**src/rtl/uart_pkg.sv**
```systemverilog
// rtl/uart_pkg.sv - shared UART types and constants
package uart_pkg;

  typedef enum logic [2:0] {
    IDLE,
    START,
    DATA,
    STOP,
    WAIT_HIGH
  } rx_state_t;

  localparam int UART_CLK_PER_BIT_DEFAULT = 868;

  typedef logic [7:0] uart_byte_t;

endpackage

```
**src/rtl/sync_fifo.sv**
```systemverilog
// rtl/sync_fifo.sv - first-word fall-through ring-buffer FIFO
module sync_fifo #(
  parameter int WIDTH      = 8,
  parameter int DEPTH_LOG2 = 4
) (
  input  logic             clk_i,
  input  logic             rst_i,
  input  logic             push_i,
  input  logic [WIDTH-1:0] data_i,
  input  logic             pop_i,
  output logic [WIDTH-1:0] data_o,
  output logic             full_o,
  output logic             empty_o
);

  localparam int DEPTH = 1 << DEPTH_LOG2;
  localparam logic [DEPTH_LOG2:0] FULL_COUNT = {1'b1, {DEPTH_LOG2{1'b0}}};

  logic [WIDTH-1:0]      mem_q [DEPTH];
  logic [DEPTH_LOG2-1:0] rd_ptr_q, wr_ptr_q;
  logic [DEPTH_LOG2:0]   count_q;
  logic                  do_push, do_pop;

  assign empty_o = (count_q == '0);
  assign full_o  = (count_q == FULL_COUNT);
  assign data_o  = mem_q[rd_ptr_q];

  // A full FIFO still accepts a write when the head leaves in the same cycle.
  assign do_pop  = pop_i && !empty_o;
  assign do_push = push_i && (!full_o || do_pop);

  always_ff @(posedge clk_i) begin
    if (rst_i) begin
      rd_ptr_q <= '0;
      wr_ptr_q <= '0;
      count_q  <= '0;
      for (int i = 0; i < DEPTH; i++) begin
        mem_q[i] <= '0;
      end
    end else begin
      if (do_push) begin
        mem_q[wr_ptr_q] <= data_i;
        wr_ptr_q        <= wr_ptr_q + DEPTH_LOG2'(1);
      end
      if (do_pop) begin
        rd_ptr_q <= rd_ptr_q + DEPTH_LOG2'(1);
      end
      if (do_push && !do_pop) begin
        count_q <= count_q + (DEPTH_LOG2 + 1)'(1);
      end else if (!do_push && do_pop) begin
        count_q <= count_q - (DEPTH_LOG2 + 1)'(1);
      end
    end
  end

endmodule

```
**src/rtl/uart_rx_buffered.sv**
```systemverilog
// rtl/uart_rx_buffered.sv - 8N1 UART receiver feeding a byte FIFO
module uart_rx_buffered
  import uart_pkg::*;
#(
  parameter int CLK_PER_BIT = UART_CLK_PER_BIT_DEFAULT,
  parameter int FIFO_WIDTH  = 4
) (
  input  logic       CLK,
  input  logic       RST,
  input  logic       UART_RX,
  output uart_byte_t rx_data,
  output logic       rx_valid,
  input  logic       rx_ready,
  output logic       overrun,
  output logic       frame_err
);

  localparam int TW = $clog2(CLK_PER_BIT);
  localparam logic [TW-1:0] T_HALF = TW'(CLK_PER_BIT / 2 - 1);
  localparam logic [TW-1:0] T_LAST = TW'(CLK_PER_BIT - 1);

  logic       sync1_q, rxs_q, rxs_prev_q;
  rx_state_t  state_q, state_d;
  logic [TW-1:0] timer_q, timer_d;
  logic [2:0] bit_idx_q, bit_idx_d;
  uart_byte_t shift_q, shift_d;
  logic       push, pop, ferr_set;
  logic       fifo_full, fifo_empty;
  logic       overrun_q, frame_err_q;

  assign pop       = rx_valid && rx_ready;
  assign rx_valid  = !fifo_empty;
  assign overrun   = overrun_q;
  assign frame_err = frame_err_q;

  always_ff @(posedge CLK) begin
    if (RST) begin
      sync1_q     <= 1'b1;
      rxs_q       <= 1'b1;
      rxs_prev_q  <= 1'b1;
      state_q     <= IDLE;
      timer_q     <= '0;
      bit_idx_q   <= '0;
      shift_q     <= '0;
      overrun_q   <= 1'b0;
      frame_err_q <= 1'b0;
    end else begin
      sync1_q     <= UART_RX;
      rxs_q       <= sync1_q;
      rxs_prev_q  <= rxs_q;
      state_q     <= state_d;
      timer_q     <= timer_d;
      bit_idx_q   <= bit_idx_d;
      shift_q     <= shift_d;
      overrun_q   <= overrun_q | (push && fifo_full && !pop);
      frame_err_q <= frame_err_q | ferr_set;
    end
  end

  always_comb begin
    state_d   = state_q;
    timer_d   = (timer_q == T_LAST) ? timer_q : timer_q + TW'(1);
    bit_idx_d = bit_idx_q;
    shift_d   = shift_q;
    push      = 1'b0;
    ferr_set  = 1'b0;
    unique case (state_q)
      IDLE: begin
        timer_d = '0;
        if (rxs_prev_q && !rxs_q) state_d = START;
      end
      START: begin
        // Mid-start-bit check rejects short low glitches.
        if (timer_q == T_HALF) begin
          timer_d = '0;
          if (!rxs_q) begin
            state_d   = DATA;
            bit_idx_d = '0;
          end else begin
            state_d = IDLE;
          end
        end
      end
      DATA: begin
        if (timer_q == T_LAST) begin
          shift_d[bit_idx_q] = rxs_q;
          timer_d            = '0;
          if (bit_idx_q == 3'd7) state_d = STOP;
          else bit_idx_d = bit_idx_q + 3'd1;
        end
      end
      STOP: begin
        if (timer_q == T_LAST) begin
          timer_d = '0;
          if (rxs_q) begin
            push    = 1'b1;
            state_d = IDLE;
          end else begin
            ferr_set = 1'b1;
            state_d  = WAIT_HIGH;
          end
        end
      end
      WAIT_HIGH: begin
        timer_d = '0;
        if (rxs_q) state_d = IDLE;
      end
      default: state_d = IDLE;
    endcase
  end

  sync_fifo #(
    .WIDTH     (8),
    .DEPTH_LOG2(FIFO_WIDTH)
  ) u_fifo (
    .clk_i  (CLK),
    .rst_i  (RST),
    .push_i (push),
    .data_i (shift_q),
    .pop_i  (pop),
    .data_o (rx_data),
    .full_o (fifo_full),
    .empty_o(fifo_empty)
  );

endmodule

```
**config.mk**
```make
export PLATFORM = sky130hd
export DESIGN_NAME = uart_rx_buffered
export DESIGN_NICKNAME = d
export VERILOG_FILES = /design/src/rtl/uart_pkg.sv /design/src/rtl/sync_fifo.sv /design/src/rtl/uart_rx_buffered.sv
export SDC_FILE = /design/constraint.sdc
export NUM_CORES = 1
export LEC_CHECK = 0
export BUFFER_PORTS_ARGS = -buffer_cell sky130_fd_sc_hd__clkbuf_2
export CAP_MARGIN = 20
export CORE_ASPECT_RATIO = 0.5
export CORE_UTILIZATION = 55
export CTS_BUF_LIST = sky130_fd_sc_hd__clkbuf_8
export CTS_CLUSTER_DIAMETER = 30
export CTS_CLUSTER_SIZE = 30
export DETAILED_ROUTE_END_ITERATION = 10
export MAX_ROUTING_LAYER = met4
export PLACE_DENSITY = 0.79
export SETUP_SLACK_MARGIN = 0.02
export SLEW_MARGIN = 20
export SYNTH_ARGS = -nofsm -noshare
export SYNTH_HDL_FRONTEND = slang
export SYNTH_SLANG_ARGS = --single-unit
```
**constraint.sdc**
```tcl
create_clock -name CLK -period 3.3 [get_ports CLK]
set_input_delay 0 -clock CLK [delete_from_list [all_inputs] [get_ports CLK]]
set_output_delay 0 -clock CLK [all_outputs]
set_load 0.03 [all_outputs]
```
Yosys cells after proc, flatten, opt, wreduce, memory -nomap -nowiden. Memories as Yosys holds them, arrays and structs flattened. A register that Yosys moved wholly into a read port is not among the register bits. Index checks and enable logic that the tools add are counted.

Bits in registers: 42. Output and inout bits: 11. Memories: 1. Input bits: 4. Memory bits (writable): 128.

Equal/unequal tests: 16. Magnitude comparators: 2. Muxes and demuxes: 39. Reductions and logical operators: 26. Bitwise operators: 2. $add $sub $neg: 6.

Memories: u_fifo.mem_q (words 16, bits a word 8, read ports 1, clocked after memory_dff 1, wr ports 16, line sync_fifo.sv:19) `logic [WIDTH-1:0] mem_q [DEPTH];`.

Operators with widths (count): 3-bit 2-to-1 mux (11); 10-bit 2-to-1 mux (3); 10-bit one-hot mux with 3 select lines (1); 2-bit inequality test (second input constant) (8); 3-bit one-hot mux with 5 select lines (1); 1-bit 2-to-1 mux (13); 4-bit 2-to-1 mux (3); 10-bit by 1-bit adder with 10-bit output (second input constant) (1); 10-bit equality test (second input constant) (1); 10-bit by 9-bit equality test with 1-bit output (second input constant) (1); 5-bit 2-to-1 mux (2); 1-bit logical AND (9); 4-bit by 1-bit adder with 4-bit output (second input constant) (2); 8-bit bitwise mux (1); 8-bit 2-to-1 mux (1); 8-bit OR reduction (1); 3-bit by 2-bit equality test with 1-bit output (second input constant) (2); 3-bit equality test (second input constant) (2); 1-bit zero test (6); 3-bit one-hot mux with 2 select lines (1); 6-bit AND reduction (1); 5-bit by 1-bit adder with 5-bit output (second input constant) (1); 5-bit equality test (second input constant) (1); 5-bit zero test (1); 14 further kinds (17).

Depth between registers and ports, before layout.
Depth in word-level cells: 11. Mapped depth: 13.

Cells and area by module. From an unflattened synthesis, not the netlist that was laid out.

Cell total of the unflattened synthesis: 663. Area total of the unflattened synthesis: 8180.3 sq um.

By module, submodules not included: sync_fifo (cells each 494, instances 1, seq. area each 4184.0 sq um, area an instance 6638.9 sq um); uart_rx_buffered (cells each 169, instances 1, seq. area each 580.6 sq um, area an instance 1541.5 sq um).

Worst setup path before layout. Ideal clock, no wire load.

Path kind: reg2reg. From: register timer_q[0]. To: register u_fifo.count_q[4]. Library setup time: 0.121 ns. Period minus slack after synthesis: 3.066 ns. Path buffers: 0. Slack: 0.234 ns. Arrival: 2.945 ns. Cell stages (with the launch flop): 13. Cell sequence: dfxtp_1 ha_1 and4bb_2 nand2_2 or3_1 inv_1 ha_1 inv_1 ha_1 a21o_1 a21oi_1 mux2i_1 mux2_2.

Word-level cells in the longest chain between the ends: 7. Elaborated cells on any way between the ends: 9. Those cells by class: 1 x eq/ne; 3 x mux; 5 x reduce/logical.

RTL lines: start, declared (line uart_rx_buffered.sv:24) `logic [TW-1:0] timer_q, timer_d;`; start signal, assigned (line uart_rx_buffered.sv:52) `timer_q <= timer_d;`; 10-bit equality test (*) (line uart_rx_buffered.sv:93) `if (timer_q == T_LAST) begin`; 1-bit 2-to-1 mux (*) (line uart_rx_buffered.sv:93); 1-bit 2-to-1 mux (*) (line uart_rx_buffered.sv:67) `unique case (state_q)`; 1-bit logical AND (*) (line sync_fifo.sv:30) `assign do_push = push_i && (!full_o || do_pop);`; 1-bit zero test (line sync_fifo.sv:50) `end else if (!do_push && do_pop) begin`; 1-bit logical AND (line sync_fifo.sv:50); 2-bit nonzero test (no source line); end signal, assigned (line sync_fifo.sv:49) `count_q <= count_q + (DEPTH_LOG2 + 1)'(1);`; end signal, assigned (line sync_fifo.sv:51) `count_q <= count_q - (DEPTH_LOG2 + 1)'(1);`; end, declared (line sync_fifo.sv:21) `logic [DEPTH_LOG2:0] count_q;`.

Every way passes the cells marked *; elsewhere a longest branch is shown, timed or not. A chain may end at the register's enable or synchronous reset.

Worst setup path after layout.
From: register timer_q[2]. To: register u_fifo.count_q[4].

The elaborated chain is that of the path after synthesis.

==> results.sh <==
export IMPL_wl_per_cell_um=19.2
export IMPL_required_ps=3650
export IMPL_ys_seq_elements=174
export IMPL_insertion_delay_ps=460
export IMPL_grt_antenna_before_repair=0
export IMPL_htreeDepth=4
export IMPL_nNetsFinal=683
export IMPL_grt_pass1_wl_um=26800
export IMPL_drc=0
export IMPL_path_cells="nor3b_4, nand4_4, or3_1, inv_1, ha_1, inv_1, ha_1, a21o_1, a21oi_1, mux2i_1, mux2_2"
export IMPL_worstMarginPinSlew_ps=947
export IMPL_gp_congestion=0.883
export IMPL_seq_area_um2=4770
export IMPL_grt_pass1_vias=5028
export IMPL_r2r_end="u_fifo.count_q[4]"
export IMPL_cp_start_kind="flip-flop"
export IMPL_reg2reg_depth=11
export IMPL_syn_nets=656
export IMPL_pre_cts_ws_ps=218
export IMPL_ioPinCount=15
export IMPL_dieArea_um2=15200
export IMPL_tritoncts="yes"
export IMPL_finalHoldViolCount=0
export IMPL_setup_viol=0
export IMPL_max_freq_ghz=0.323
export IMPL_dp_hpwl_um=11200
export IMPL_synth_cell_type_count=59
export IMPL_power_w=0.00489
export IMPL_grt_usage_pct=24.6
export IMPL_io_buffer_count=14
export IMPL_firstDrtPassIters=6
export IMPL_multiInputGateArea_um2=3000
export IMPL_diodes=0
export IMPL_die_width_um=173
export IMPL_routed_wl_um=16700
export IMPL_rsz0062_at_grt="false"
export IMPL_ant_nets=0
export IMPL_nFillCells=1004
export IMPL_drive_above_1_share_pct=20.8
export IMPL_r2r_slack_ps=200
export IMPL_vdd_drop_max_v=0.000314
export IMPL_cts_setup_buffers=0
export IMPL_cellLeakagePower_nw=2.82
export IMPL_clkSinkCount=174
export IMPL_crit_fanout=6
export IMPL_drv_cap=0
export IMPL_syn_inst=637
export IMPL_drv_slew=0
export IMPL_setup_slack_ps=199
export IMPL_crit_end="u_fifo.count_q[4]"
export IMPL_area_growth_pct=8.66
export IMPL_core_um2=13900
export IMPL_period_share_pct=94.0
export IMPL_r2r_start="timer_q[2]"
export IMPL_maxSlewHeadroom_pct=35.2
export IMPL_fin_skew_ps=24.2
export IMPL_power_density_nw_per_um2=559
export IMPL_clk_pin_slew_ps=100
export IMPL_layout_min_cycle_time_ps=3100
export IMPL_initial_core_util_pct=57.9
export IMPL_cp_arrival_ps=3450
export IMPL_slowest_stage="dfxtp_1"
export IMPL_path_class="flip-flop to flip-flop"
export IMPL_synth_edf_count=128
export IMPL_setup_worst_path_end_class="flip-flop"
export IMPL_ys_flop_type="edfxtp_1"
export IMPL_rows=30
export IMPL_vias=5090
export IMPL_status="completed"
export IMPL_clockRootBuffer="clkbuf_8"
export IMPL_grt_max_degree=54
export IMPL_yosysWarnings=0
export IMPL_synth_async_sr_flop_share_pct=0
export IMPL_cts_buffer_depth=2
export IMPL_synthesis_area_um2=8060
export IMPL_startpoint="timer_q[2]"
export IMPL_numCtsBuffers=17
export IMPL_fp_dieH_um=87.6
export IMPL_slowest_delay_ps=400
export IMPL_drt_iter0_markers=553
export IMPL_syn_area_per_cell_um2=12.7
export IMPL_final_setup_tns_ps=0
export IMPL_globalRouteOverflowTotal=0
export IMPL_min_path_type="input port to flip-flop"
export IMPL_viasPerCell=5.86
export IMPL_ys_seq_area_share_pct=59.1
how the worst min path moves through the flow:
stage / to / startpoint / depth (start not counted) / slack (ps)
2_1_floorplan: sync1_q / UART_RX / 1 / 100
3_3_place_gp: sync1_q / UART_RX / 2 / 210
3_5_place_dp: sync1_q / UART_RX / 2 / 210
4_1_cts: bit_idx_q[2] / RST / 3 / 140
5_1_grt: state_q[0] / RST / 3 / 150
6_report: state_q[0] / RST / 3 / 140
critical path: cells and delay by family (launching register included):
family,cells,cell delay (ps)
flops,1,400
fa+ha+maj,2,530
buf+inv,2,180
simple gates,3,950
mux,2,560
compound gates,2,380
kinds of logic (layout without fill, tap and decap cells):
logic type	count (synthesis)	after routing	share of synthesized area, %
compound gates	48	48	4.25
xor+xnor	16	16	1.74
fa+ha+maj	15	15	2.42
buf+inv	52	92	3.65
flops	174	174	59.1
mux	52	52	12.7
simple gates	280	280	16.2
layout by cell type, fill, tap and decap left out, drive strengths merged, types with 3 or more instances in the layout:
cell type / count
a21oi: 12
a31o: 4
and3: 3
buf: 31
clkbuf: 31
clkinv: 5
dfxtp: 46
edfxtp: 128
ha: 14
inv: 21
mux2i: 11
mux4: 40
nand2: 47
nand2b: 3
nand3: 9
nand3b: 3
nand4: 5
nor2: 176
nor2b: 5
nor3: 3
nor3b: 5
nor4b: 4
o21a: 3
o21bai: 13
or2: 4
or3: 3
xnor2: 7
xor2: 9
cell type report:
type / count / share of cell area (%)
Sequential cell: 174 / 54.4
Multi-Input combinational cell: 411 / 34.3
Timing Repair Buffer: 47 / 3.69
Tap cell: 192 / 2.74
Clock buffer: 17 / 2.67
Clock inverter: 15 / 1.66
Inverter: 13 / 0.557
metal layers:
metal / share of wire [%] / vias up / GRT usage [%]
li1: - / 2352 / -
met5: 0 / - / -
met2: 47 / 246 / 40.0
met3: 9.1 / 28 / 5.08
met1: 42 / 2464 / 31.5
met4: 2.0 / 0 / 7.96
synth_stat cells (3+ instances only):
cell / count / area share, %
mux4_2: 40 / 11
edfxtp_1: 128 / 48
buf_2: 6 / 0.37
nand3b_1: 3 / 0.28
a31o_2: 4 / 0.43
and3_1: 3 / 0.23
inv_1: 13 / 0.61
clkbuf_1: 14 / 0.65
nor2_1: 174 / 8.1
o21a_1: 3 / 0.28
buf_1: 6 / 0.28
nand2_1: 42 / 2.0
xnor2_1: 7 / 0.76
nand4_1: 4 / 0.31
or2_2: 4 / 0.31
a21oi_1: 12 / 0.75
nor4b_1: 4 / 0.43
nand3_1: 9 / 0.56
o21bai_1: 13 / 1.2
dfxtp_1: 46 / 11
or3_1: 3 / 0.23
nor2b_1: 5 / 0.39
xor2_1: 9 / 0.98
nand2_4: 4 / 0.56
mux2i_1: 11 / 1.4
ha_1: 14 / 2.2
nand2b_1: 3 / 0.23
nor3b_1: 3 / 0.28
nor3_1: 3 / 0.19
buf_6: 12 / 1.7
stage by stage:
step	hold WS [ps]	cell area (um2)	util, %	cells
after CTS	138	8760	62.9	869
after floorplan	104	8060	-	637
final	144	8760	62.9	869
after global routing	150	8760	62.9	869
after detailed placement	211	8360	60.0	835
after global placement	214	8360	60.0	835
sequential cells by signal, summed over array words and instances (netlist names), named ones only:
signal           count
bit_idx_q            3
frame_err            1
overrun              1
rxs_prev_q           1
rxs_q                1
shift_q              8
state_q              3
sync1_q              1
timer_q             10
u_fifo.count_q       5
u_fifo.mem_q       128
u_fifo.rd_ptr_q      4
u_fifo.wr_ptr_q      4
where the power goes:
part / switching [W] / internal [W]
Sequential: 0.0000817 / 0.00246
Combinational: 0.000487 / 0.000447
Clock: 0.000860 / 0.000561
Total: 0.00143 / 0.00346
what timing repair did:
item,4_1_cts,5_1_grt
hold buffers,2,0
endpoints found under the hold margin,3,0
resized for setup,0,0
No activity file was read; power rests on OpenSTA's default activity.
